[src/rtl/dsp_pkg.sv]
// dsp_pkg: shared types and helpers for the input-side DSP blocks.
//   frame_state_t  - framing FSM states
//   beat_flags_t   - per-beat framing flags carried down the pipeline
//   clamp_shift()  - saturate a shift amount to a limit
package dsp_pkg;

  typedef enum logic {
    IDLE  = 1'b0,
    FRAME = 1'b1
  } frame_state_t;

  typedef struct packed {
    logic sop;
    logic eop;
    logic err;
  } beat_flags_t;

  // Shifts beyond the data width add nothing but sign bits, so they are
  // saturated to the largest meaningful amount.
  function automatic int unsigned clamp_shift(input int unsigned shift,
                                              input int unsigned limit);
    return (shift > limit) ? limit : shift;
  endfunction

endpackage

[src/rtl/frame_denorm_shift.sv]
// frame_denorm_shift: registered arithmetic barrel shifter (output stage).
//   clk, rst   - clock, async active-low reset
//   d, sh      - left-justified sample and its (already clamped) shift
//   vld, flg   - beat valid and framing flags from the previous stage
//   o_data     - d >>> sh, held when no valid beat arrives
//   o_vld/o_sop/o_eop/o_err - registered qualifiers
module frame_denorm_shift
  import dsp_pkg::*;
#(
  parameter int W_OUT = 32,
  parameter int SH_W  = 6
) (
  input  logic             clk,
  input  logic             rst,
  input  logic [W_OUT-1:0] d,
  input  logic [SH_W-1:0]  sh,
  input  logic             vld,
  input  beat_flags_t      flg,
  output logic [W_OUT-1:0] o_data,
  output logic             o_vld,
  output logic             o_sop,
  output logic             o_eop,
  output logic             o_err
);

  always_ff @(posedge clk or negedge rst) begin
    if (!rst) begin
      o_data <= '0;
      o_vld  <= 1'b0;
      o_sop  <= 1'b0;
      o_eop  <= 1'b0;
      o_err  <= 1'b0;
    end else begin
      if (vld) o_data <= $signed(d) >>> sh;
      o_vld <= vld;
      o_sop <= vld & flg.sop;
      o_eop <= vld & flg.eop;
      // A dropped beat still reports its error, with no valid.
      o_err <= flg.err;
    end
  end

endmodule

[src/rtl/frame_denorm.sv]
// frame_denorm: block-floating-point denormaliser. Places each W_IN-bit
// sample in the MSBs of a W_OUT-bit word and arithmetic-right-shifts it by
// the exponent latched on the frame's sop beat. Two-cycle latency, no stall.
//   clk, rst         - clock, async active-low reset
//   i_data, i_vld    - narrow signed sample and its valid
//   i_sop, i_shift   - start of frame and frame exponent (sop beat only)
//   o_data, o_vld    - wide denormalised sample and its valid
//   o_sop, o_eop     - first / FRAME_LEN-th sample of a frame
//   o_err            - framing error pulse (orphan beat or early restart)
module frame_denorm
  import dsp_pkg::*;
#(
  parameter int W_IN      = 16,
  parameter int W_OUT     = 32,
  parameter int FRAME_LEN = 256,
  parameter int SH_W      = 6
) (
  input  logic             clk,
  input  logic             rst,
  input  logic [W_IN-1:0]  i_data,
  input  logic             i_vld,
  input  logic             i_sop,
  input  logic [SH_W-1:0]  i_shift,
  output logic [W_OUT-1:0] o_data,
  output logic             o_vld,
  output logic             o_sop,
  output logic             o_eop,
  output logic             o_err
);

  localparam int PAD   = W_OUT - W_IN;
  localparam int CNT_W = $clog2(FRAME_LEN);
  localparam logic [CNT_W-1:0] CNT_LAST = CNT_W'(FRAME_LEN - 1);
  localparam logic [CNT_W-1:0] CNT_ONE  = CNT_W'(1);

  // framing state
  frame_state_t    state, state_n;
  logic [CNT_W-1:0] cnt, cnt_n;
  logic [SH_W-1:0]  sh_lat, sh_lat_n;

  // current-beat decisions
  logic            emit;
  beat_flags_t     flg;
  logic [SH_W-1:0] eff_sh;

  // stage 1
  logic             s1_vld;
  beat_flags_t      s1_flg;
  logic [W_OUT-1:0] s1_data;
  logic [SH_W-1:0]  s1_sh;

  always_ff @(posedge clk or negedge rst) begin
    if (!rst) begin
      state  <= IDLE;
      cnt    <= '0;
      sh_lat <= '0;
    end else begin
      state  <= state_n;
      cnt    <= cnt_n;
      sh_lat <= sh_lat_n;
    end
  end

  always_comb begin
    state_n  = state;
    cnt_n    = cnt;
    sh_lat_n = sh_lat;
    emit     = 1'b0;
    flg      = '0;
    eff_sh   = sh_lat;
    if (i_vld) begin
      if (i_sop) begin
        // The new exponent applies to the sop beat itself; a sop inside a
        // frame truncates it (no eop) and flags the restart.
        sh_lat_n = i_shift;
        eff_sh   = i_shift;
        emit     = 1'b1;
        flg.sop  = 1'b1;
        flg.err  = (state == FRAME);
        cnt_n    = CNT_ONE;
        state_n  = FRAME;
      end else if (state == IDLE) begin
        flg.err = 1'b1;               // orphan beat: dropped
      end else begin
        emit = 1'b1;
        if (cnt == CNT_LAST) begin
          flg.eop = 1'b1;
          cnt_n   = '0;
          state_n = IDLE;
        end else begin
          cnt_n = cnt + CNT_ONE;
        end
      end
    end
  end

  // Each beat carries its own shift so in-flight beats are unaffected by a
  // following sop that relatches the exponent.
  always_ff @(posedge clk or negedge rst) begin
    if (!rst) begin
      s1_vld  <= 1'b0;
      s1_flg  <= '0;
      s1_data <= '0;
      s1_sh   <= '0;
    end else begin
      s1_vld  <= emit;
      s1_flg  <= flg;
      s1_data <= {i_data, {PAD{1'b0}}};
      s1_sh   <= SH_W'(clamp_shift(32'(eff_sh), W_OUT - 1));
    end
  end

  frame_denorm_shift #(
    .W_OUT (W_OUT),
    .SH_W  (SH_W)
  ) u_shift (
    .clk    (clk),
    .rst    (rst),
    .d      (s1_data),
    .sh     (s1_sh),
    .vld    (s1_vld),
    .flg    (s1_flg),
    .o_data (o_data),
    .o_vld  (o_vld),
    .o_sop  (o_sop),
    .o_eop  (o_eop),
    .o_err  (o_err)
  );

endmodule
[config.mk]
export PLATFORM = sky130hd
export DESIGN_NAME = frame_denorm
export DESIGN_NICKNAME = d
export VERILOG_FILES = /design/src/rtl/dsp_pkg.sv /design/src/rtl/frame_denorm_shift.sv /design/src/rtl/frame_denorm.sv
export SDC_FILE = /design/constraint.sdc
export NUM_CORES = 1
export LEC_CHECK = 0
export ABC_AREA = 1
export BUFFER_PORTS_ARGS = -buffer_cell sky130_fd_sc_hd__buf_2
export CORE_UTILIZATION = 55
export DETAILED_ROUTE_END_ITERATION = 6
export PLACE_DENSITY = 0.78
export SYNTH_ARGS = -nofsm -noshare
export SYNTH_HDL_FRONTEND = slang
export SYNTH_SLANG_ARGS = --single-unit
[constraint.sdc]
create_clock -name clk -period 1.6 [get_ports clk]
set_input_delay 0.16 -clock clk [delete_from_list [all_inputs] [get_ports clk]]
set_output_delay 0.16 -clock clk [all_outputs]
set_load 0.01 [all_outputs]
Word level (Yosys, flattened, before mapping)

Cells that the tools add are included.

Add/subtract/negate cells: 1
Shifts and indexed selects: 1
Muxes and demuxes: 19
Equal/unequal tests: 1
Reductions and logical operators: 2
Bitwise operators: 2
$lt $le $gt $ge: 1

Operators by type and width:

| cell                  | count |
|---|---|
| $sshr A32 B6 Y32      | 1 |
| $mux W8               | 3 |
| $mux W6               | 3 |
| $mux W1               | 12 |
| $add A8 B1 Y8 const B | 1 |
| $eq A8 B8 Y1 const B  | 1 |
| $gt A6 B5 Y1 const B  | 1 |
| $mux W3               | 1 |
| $and A1 B1 Y1         | 2 |
| $reduce_and A2 Y1     | 1 |
| $reduce_bool A2 Y1    | 1 |

Word-level logic and storage cells: 41
Input port bits: 26
Output and inout bits: 36
Register bits after elaboration: 77

Longest topological paths before layout

Gate-level depths: netlist of the first run.

Word-level depth: 5
Mapped depth: 13
Mapped depth without buffers: 12

Modules after synthesis

A second synthesis of the first run with hierarchy kept.

Cells, all modules: 616
Area total of the unflattened synthesis: 4483.0 µm²

By module, submodules not included:

| module             | sequential area each (µm²) | cells an instance | instances | area each (µm²) |
|---|---|---|---|---|
| frame_denorm_shift | 900.9                      | 492               | 1         | 3026.7 |
| frame_denorm       | 1026.0                     | 124               | 1         | 1456.4 |

Worst setup path before layout of the first run

Ideal clock, no wire load.

Path type: register -> register
Start: reg state
End: reg cnt[7]
Path buffers: 0
Stages on the path, launching flop included: 9
Slack: 255 ps
Clock period less this slack: 1345 ps
Library setup time: 129 ps
Data required time: 1471 ps
Arrival time: 1216 ps
Path through: dfrtp_1 inv_1 ha_1 nor2_4 nand4_1 nor2_1 nand2_1 xor2_1 nor2_1

Word-level cells in the longest chain between the ends: 2

RTL lines:

| what                                | line               | source |
|---|---|---|
| start: declaration                  | frame_denorm.sv:37 | `frame_state_t state, state_n;` |
| start signal: assignment            | frame_denorm.sv:58 | `state <= state_n;` |
| $reduce_bool A2 Y1 (no source line) | n/a                |  |
| $reduce_and A2 Y1 (no source line)  | n/a                |  |
| end signal: assignment              | frame_denorm.sv:59 | `cnt <= cnt_n;` |
| end: declaration                    | frame_denorm.sv:38 | `logic [CNT_W-1:0] cnt, cnt_n;` |

Every way passes these cells.
A chain may end at the register's enable or synchronous reset.

Worst setup path in the final report of the first run

Start: reg s1_sh[0]
End: reg u_shift.o_data[9]

Word-level cells in the longest chain between the ends: 1

RTL lines:

| what                     | line                     | source |
|---|---|---|
| start: declaration       | frame_denorm.sv:50       | `logic [SH_W-1:0] s1_sh;` |
| start signal: assignment | frame_denorm.sv:109      | `s1_sh <= SH_W'(clamp_shift(32'(eff_sh), W_OUT - 1));` |
| $sshr A32 B6 Y32         | frame_denorm_shift.sv:34 | `if (vld) o_data <= $signed(d) >>> sh;` |
| end signal: assignment   | frame_denorm_shift.sv:34 |  |
| end: declaration         | frame_denorm_shift.sv:19 | `output logic [W_OUT-1:0] o_data,` |

Every way passes these cells.

==> metrics, run 1 <==
first-pass GRT wire length=about 16 mm; CP Capture Type=flip-flop; num rows=30; slowest cell on the critical path=dfrtp_1; Cells after Synth=500; Yosys reg bits=77; Crit Path Class=reg -> reg; GPL Wtd Cong=between 0.9 and 1; layout cells sized above 1=21.3%; chip height=between 80 and 90 um; Max Cap Viol=0; total grt overflow=0; Mapped Nets=~530; Rel. slew slack=about two thirds; Crit path largest cell delay=400 ps; Ys Warns=0; R2R Setup Slk=50 ps; Syn-to-layout area delta=22.9%; worst reg2reg path startpoint=s1_sh[0]; end of the worst hold path=s1_flg[1]; commonest cells in the netlist=nand2_1, nand3_1, dfrtp_1; Hold Path Origin=i_sop; DR vias=3694; CTS tree=built; Critical Path RT=between 1500 and 2000 ps; core footprint=slightly below 7000 um^2; Seq/Total Area, Yosys=between 40 and 50%; most frequent cell after synthesis=nand2_1; DRT Pass-1 Iters=5; unrepaired setup endpoints after global routing=yes; reg2reg end=u_shift.o_data[9]; status=finished, final reports clean; total track usage=28.3%; Yosys cell types=35; Yosys top cell by area=dfrtp_1; top cell type's share of synthesized area=49.8%; Initial DRC Count=279; Die W=approximately 86 um; Nets=approximately 620; fmax=647 MHz; die area=7370 um^2; placed cell areas=about 4300 um^2; post-route DRC violation count=0; PortBufs=61; design area=approximately 4800 um^2; Static Leak=about 2.5 nW; crit path cell chain=buf_12, buf_4, nand2_1, nand2_1, nand2_1, nand3_1, nand2_1, nand2_1, nand2_1, nand2_1, nand3_1, nand2_1, inv_1; Antenna diodes=0; Pins Over Slew Limit=0; largest cells by area after synthesis=dfrtp_1, nand2_1, nand3_1; HPWL after detailed placement=around 6.9 mm; initial antenna violation count=0; initial core utilization=56.9%; post-route ant nets=0; Post-synth EDFFs=0; Worst Setup Start Kind=flip-flop; main flop type after synthesis=dfrtp_1; post-route minimum period=1550 ps; number of CTS-inserted buffers=9; root buf cell=clkbuf_8; VDD IR max=~0.67 mV; final hold viol count=0; period utilization=a little over nine tenths; Worst Path Arrival=between 1500 and 2000 ps; HP Class=in -> reg; number of global-route vias before repair=between 3000 and 4000; clk_skew=11.7 ps; Max Root-Sink Buffers=2; Crit Path Max Fanout=16; Synth async-reset ratio=100%; Cell Pwr Density=~1100 nW/um^2; largest net degree at the start of global routing=37; most used cell, CP=nand2_1; Worst-Skew Late Latency=about 340 ps; clk sink count=between 70 and 80; htree depth=3; Setup-failing EPs final=0; Mean Syn Cell Area=a little under 8 um^2; Slew @ Worst Pin=468 ps; cell area after synthesis=3870 um^2; routed length per instance=13.9 um; Routed WL=9.58 mm; I/O pins=slightly above 60; worst r2r path cells=13; Via density=5.35; CTS clock-pin slew for the worst setup and hold paths=80 ps; Fin Setup TNS=0 ps; hold depth=2
layout make-up:
| type | instances | area [um^2] |
|---|---|---|
| clock buffers | 12 | 155 |
| clock inverters | 3 | 43.8 |
| fillers | 589 | 2040 |
| inverters | 35 | 144 |
| multi-input cells | 371 | 1720 |
| flip-flops and latches | 77 | 1930 |
| well taps | 96 | 120 |
| repair buffers | 97 | 646 |
flip-flops by register name, summed over array words and instances (netlist names), 3 cells and up:
register and cells:
s1_sh 6, sh_lat 6, s1_data 16, cnt 8
s1_flg 3, u_shift.o_data 32
worst max-delay path, delay by kind of cell (launching register included):
family	cells	cell delay, ps
flip-flops	1	400
AND/OR/NAND/NOR	10	730
buffers and inverters	3	350
power breakdown:
group	leakage, nW	internal (mW)	switching [mW]	total, mW
Clock	0.103	0.802	0.679	1.48
Combinational	1.48	0.580	1.03	1.61
Sequential	0.922	2.17	0.141	2.31
logic make-up (layout without fill, tap and decap cells):
| logic type | count (synthesis) | in the layout | share of synthesized area [%] |
|---|---|---|---|
| buffers and inverters | 52 | 147 | 6.76 |
| adder cells (fa/ha/maj) | 2 | 2 | 0.647 |
| XOR/XNOR | 2 | 2 | 0.453 |
| other | 1 | 1 | 0.0969 |
| AND/OR/NAND/NOR | 315 | 315 | 35.1 |
| flip-flops | 77 | 77 | 49.8 |
| AO/OA/AOI/OAI | 50 | 50 | 6.89 |
| multiplexers | 1 | 1 | 0.259 |
repair_timing:
item	CTS	global route
endpoints found under the setup margin	0	20
hold buffers	17	0
resized for setup	0	19
setup buffers	0	3
hold endpoints to repair	45	0
per-stage QoR:
stage	setup WS, ps	util, %	hold WS, ps	std cells	power [mW]
2_1_floorplan	255	-	-136	500	3.35
3_3_place_gp	109	63.6	111	656	3.82
3_5_place_dp	101	63.6	119	656	3.85
4_1_cts	72.7	69.0	12.3	688	5.36
5_1_grt	-47.0	70.0	25.2	691	5.72
6_report	54.6	70.0	20.1	691	5.40
worst max-delay path by stage:
| stage | end | from | slack, ps | cells past startpoint |
|---|---|---|---|---|
| floorplan | cnt[7] | state | 260 | 8 |
| global placement | u_shift.o_data[13] | s1_sh[0] | 110 | 12 |
| detailed placement | u_shift.o_data[29] | s1_sh[0] | 100 | 12 |
| CTS | u_shift.o_data[13] | s1_sh[0] | 70 | 12 |
| global route | u_shift.o_data[9] | s1_sh[0] | -50 | 13 |
| finish | u_shift.o_data[9] | s1_sh[0] | 50 | 13 |
metal layers:
layer	up-vias	wire [um]	global-route usage [%]	share of wire [%]
met1	1721	4180	37.3	44
met2	147	4620	45.9	48
met3	21	534	5.87	5.6
li1	1805	-	-	-
met4	0	245	11.5	2.6
met5	-	0	0	0
layout by cell type (no fill, tap or decap), types with 11 or more instances in the layout:
cell type | netlist | final
nand2_1 | 184 | 179
nand3_1 | 81 | 79
dfrtp_1 | 77 | 77
buf_2 | 6 | 60
inv_1 | 28 | 28
nor2_1 | 26 | 25
a21oi_1 | 24 | 21
buf_4 | 1 | 18
dlygate4sd3_1 | 0 | 17
o21ai_1 | 7 | 11
clkbuf_8 | 0 | 11
Note: power is estimated with default switching activity, not from simulation.
==> run 2, diff against run 1 <==
==> constraint.sdc (replaced) <==
create_clock -name clk -period 1.6 [get_ports clk]
set_input_delay 0.32 -clock clk [delete_from_list [all_inputs] [get_ports clk]]
set_output_delay 0.32 -clock clk [all_outputs]
set_load 0.01 [all_outputs]
==> metrics, run 2 (same netlist as run 1, synthesis figures left out) <==
first-pass GRT wire length=about 14 mm; status=finished, final reports clean; CTS clock-pin slew for the worst setup and hold paths=~80 ps; root buf cell=clkbuf_8; max reg flops=32; post-route ant nets=0; Syn-to-layout area delta=20.5%; number of CTS-inserted buffers=9; most frequent cells in the layout=nand2_1, nand3_1, dfrtp_1, buf_2, inv_1; Pins Over Slew Limit=0; biggest regs=u_shift.o_data x32, s1_data x16, cnt x8; CP Capture Type=flip-flop; Initial DRC Count=between 150 and 200; HPWL after detailed placement=~6.7 mm; largest net degree at the start of global routing=37; GPL Wtd Cong=0.903; most common cell after layout, fill and taps aside=nand2_1; post-route DRC violation count=0; Worst Path Arrival=1760 ps; total grt overflow=0; number of global-route vias before repair=about 3300; final worst setup slack=approximately 65 ps; unrepaired setup endpoints after global routing=yes; design area=around 4700 um^2; chip height=~86 um; I/O pins=62; Static Leak=around 2.5 nW; Via density=5.22; worst hold slack=roughly 74 ps; Critical Path RT=~1800 ps; layout cells sized above 1=a little under a quarter; initial antenna violation count=0; Antenna diodes=0; Worst Setup Start Kind=flip-flop; period utilization=a little over nine tenths; PortBufs=61; htree depth=3; Fin Setup TNS=0 ps; Largest Register=u_shift.o_data; initial core utilization=56.9%; Nets=605; DRT Pass-1 Iters=5; core footprint=~6800 um^2; HP Class=in -> reg; total track usage=25.3%; Crit Path Max Fanout=14; Crit Path Class=reg -> reg; Setup-failing EPs final=0; Die W=85.9 um; num rows=30; clk sink count=77; final hold viol count=0; Max Root-Sink Buffers=2; Max Cap Viol=0; die area=around 7400 um^2; fmax=between 600 and 700 MHz; routed length per instance=around 13 um; placed cell areas=around 4300 um^2; VDD IR max=about 1.0 mV; clk_skew=approximately 12 ps; post-route minimum period=between 1500 and 2000 ps; worst slack, placed=around 18 ps; Routed WL=8.86 mm; Cell Pwr Density=1180 nW/um^2; CTS tree=built; Worst-Skew Late Latency=approximately 350 ps; DR vias=approximately 3500
-- run 2: final timing paths --
kind                           start            endpoint  slack (ps)  cells after the start
setup reg to reg            s1_sh[0]  u_shift.o_data[21]          70                     10
max in group asynchronous        rst         s1_data[31]         650                      3
hold reg to reg            s1_flg[0]       u_shift.o_err         350                      0
hold / removal             i_data[6]         s1_data[22]          70                      1
setup / recovery            s1_sh[0]  u_shift.o_data[21]          70                     10
min in group asynchronous        rst         s1_data[23]         440                      2
-- run 2: stage by stage --
step | utilization, % | total power, mW | cells
2_1_floorplan | - | 3.35 | 500
3_3_place_gp | 63.6 | 3.80 | 656
3_5_place_dp | 63.6 | 3.83 | 656
4_1_cts | 67.0 | 5.43 | 672
5_1_grt | 68.6 | 5.78 | 677
6_report | 68.6 | 5.49 | 677
-- run 2: what timing repair did --
action,4_1_cts,5_1_grt
hold buffers,1,0
hold endpoints to repair,28,0
gates resized for setup,0,27
setup buffers,0,5
setup endpoints to repair,0,26
-- run 2: worst max-delay path, stage by stage (launching register included) --
cell and delay [ps]:
dfrtp_1 400, buf_12 160, buf_4 130, nand2_1 80
nand3_1 110, nand2_1 90, nand2_1 60, nand2_2 90
nand2_1 80, a21oi_2 140, o21ai_1 80
-- run 2: routing by layer --
metal / GRT usage (%) / up-vias / wire length (um) / share of wire [%]
li1: - / 1774 / - / -
met1: 32.0 / 1648 / 3980 / 45
met2: 44.4 / 105 / 4360 / 49
met3: 5.00 / 10 / 417 / 4.7
met4: 6.52 / 0 / 95 / 1.1
met5: 0 / - / 0 / 0
-- run 2: cell type report --
cell class,instances,area [um^2]
Timing Repair Buffer,83,500
Fill cell,596,2130
Clock inverter,5,83.8
Sequential cell,77,1930
Tap cell,96,120
Multi-Input combinational cell,371,1750
Inverter,35,144
Clock buffer,10,138
-- run 2: report_power, final --
part           internal, mW  total (mW)  leakage (nW)  switching (mW)
Sequential             2.17        2.31         0.921           0.138
Combinational         0.575        1.59          1.43            1.01
Clock                 0.917        1.59         0.105           0.675
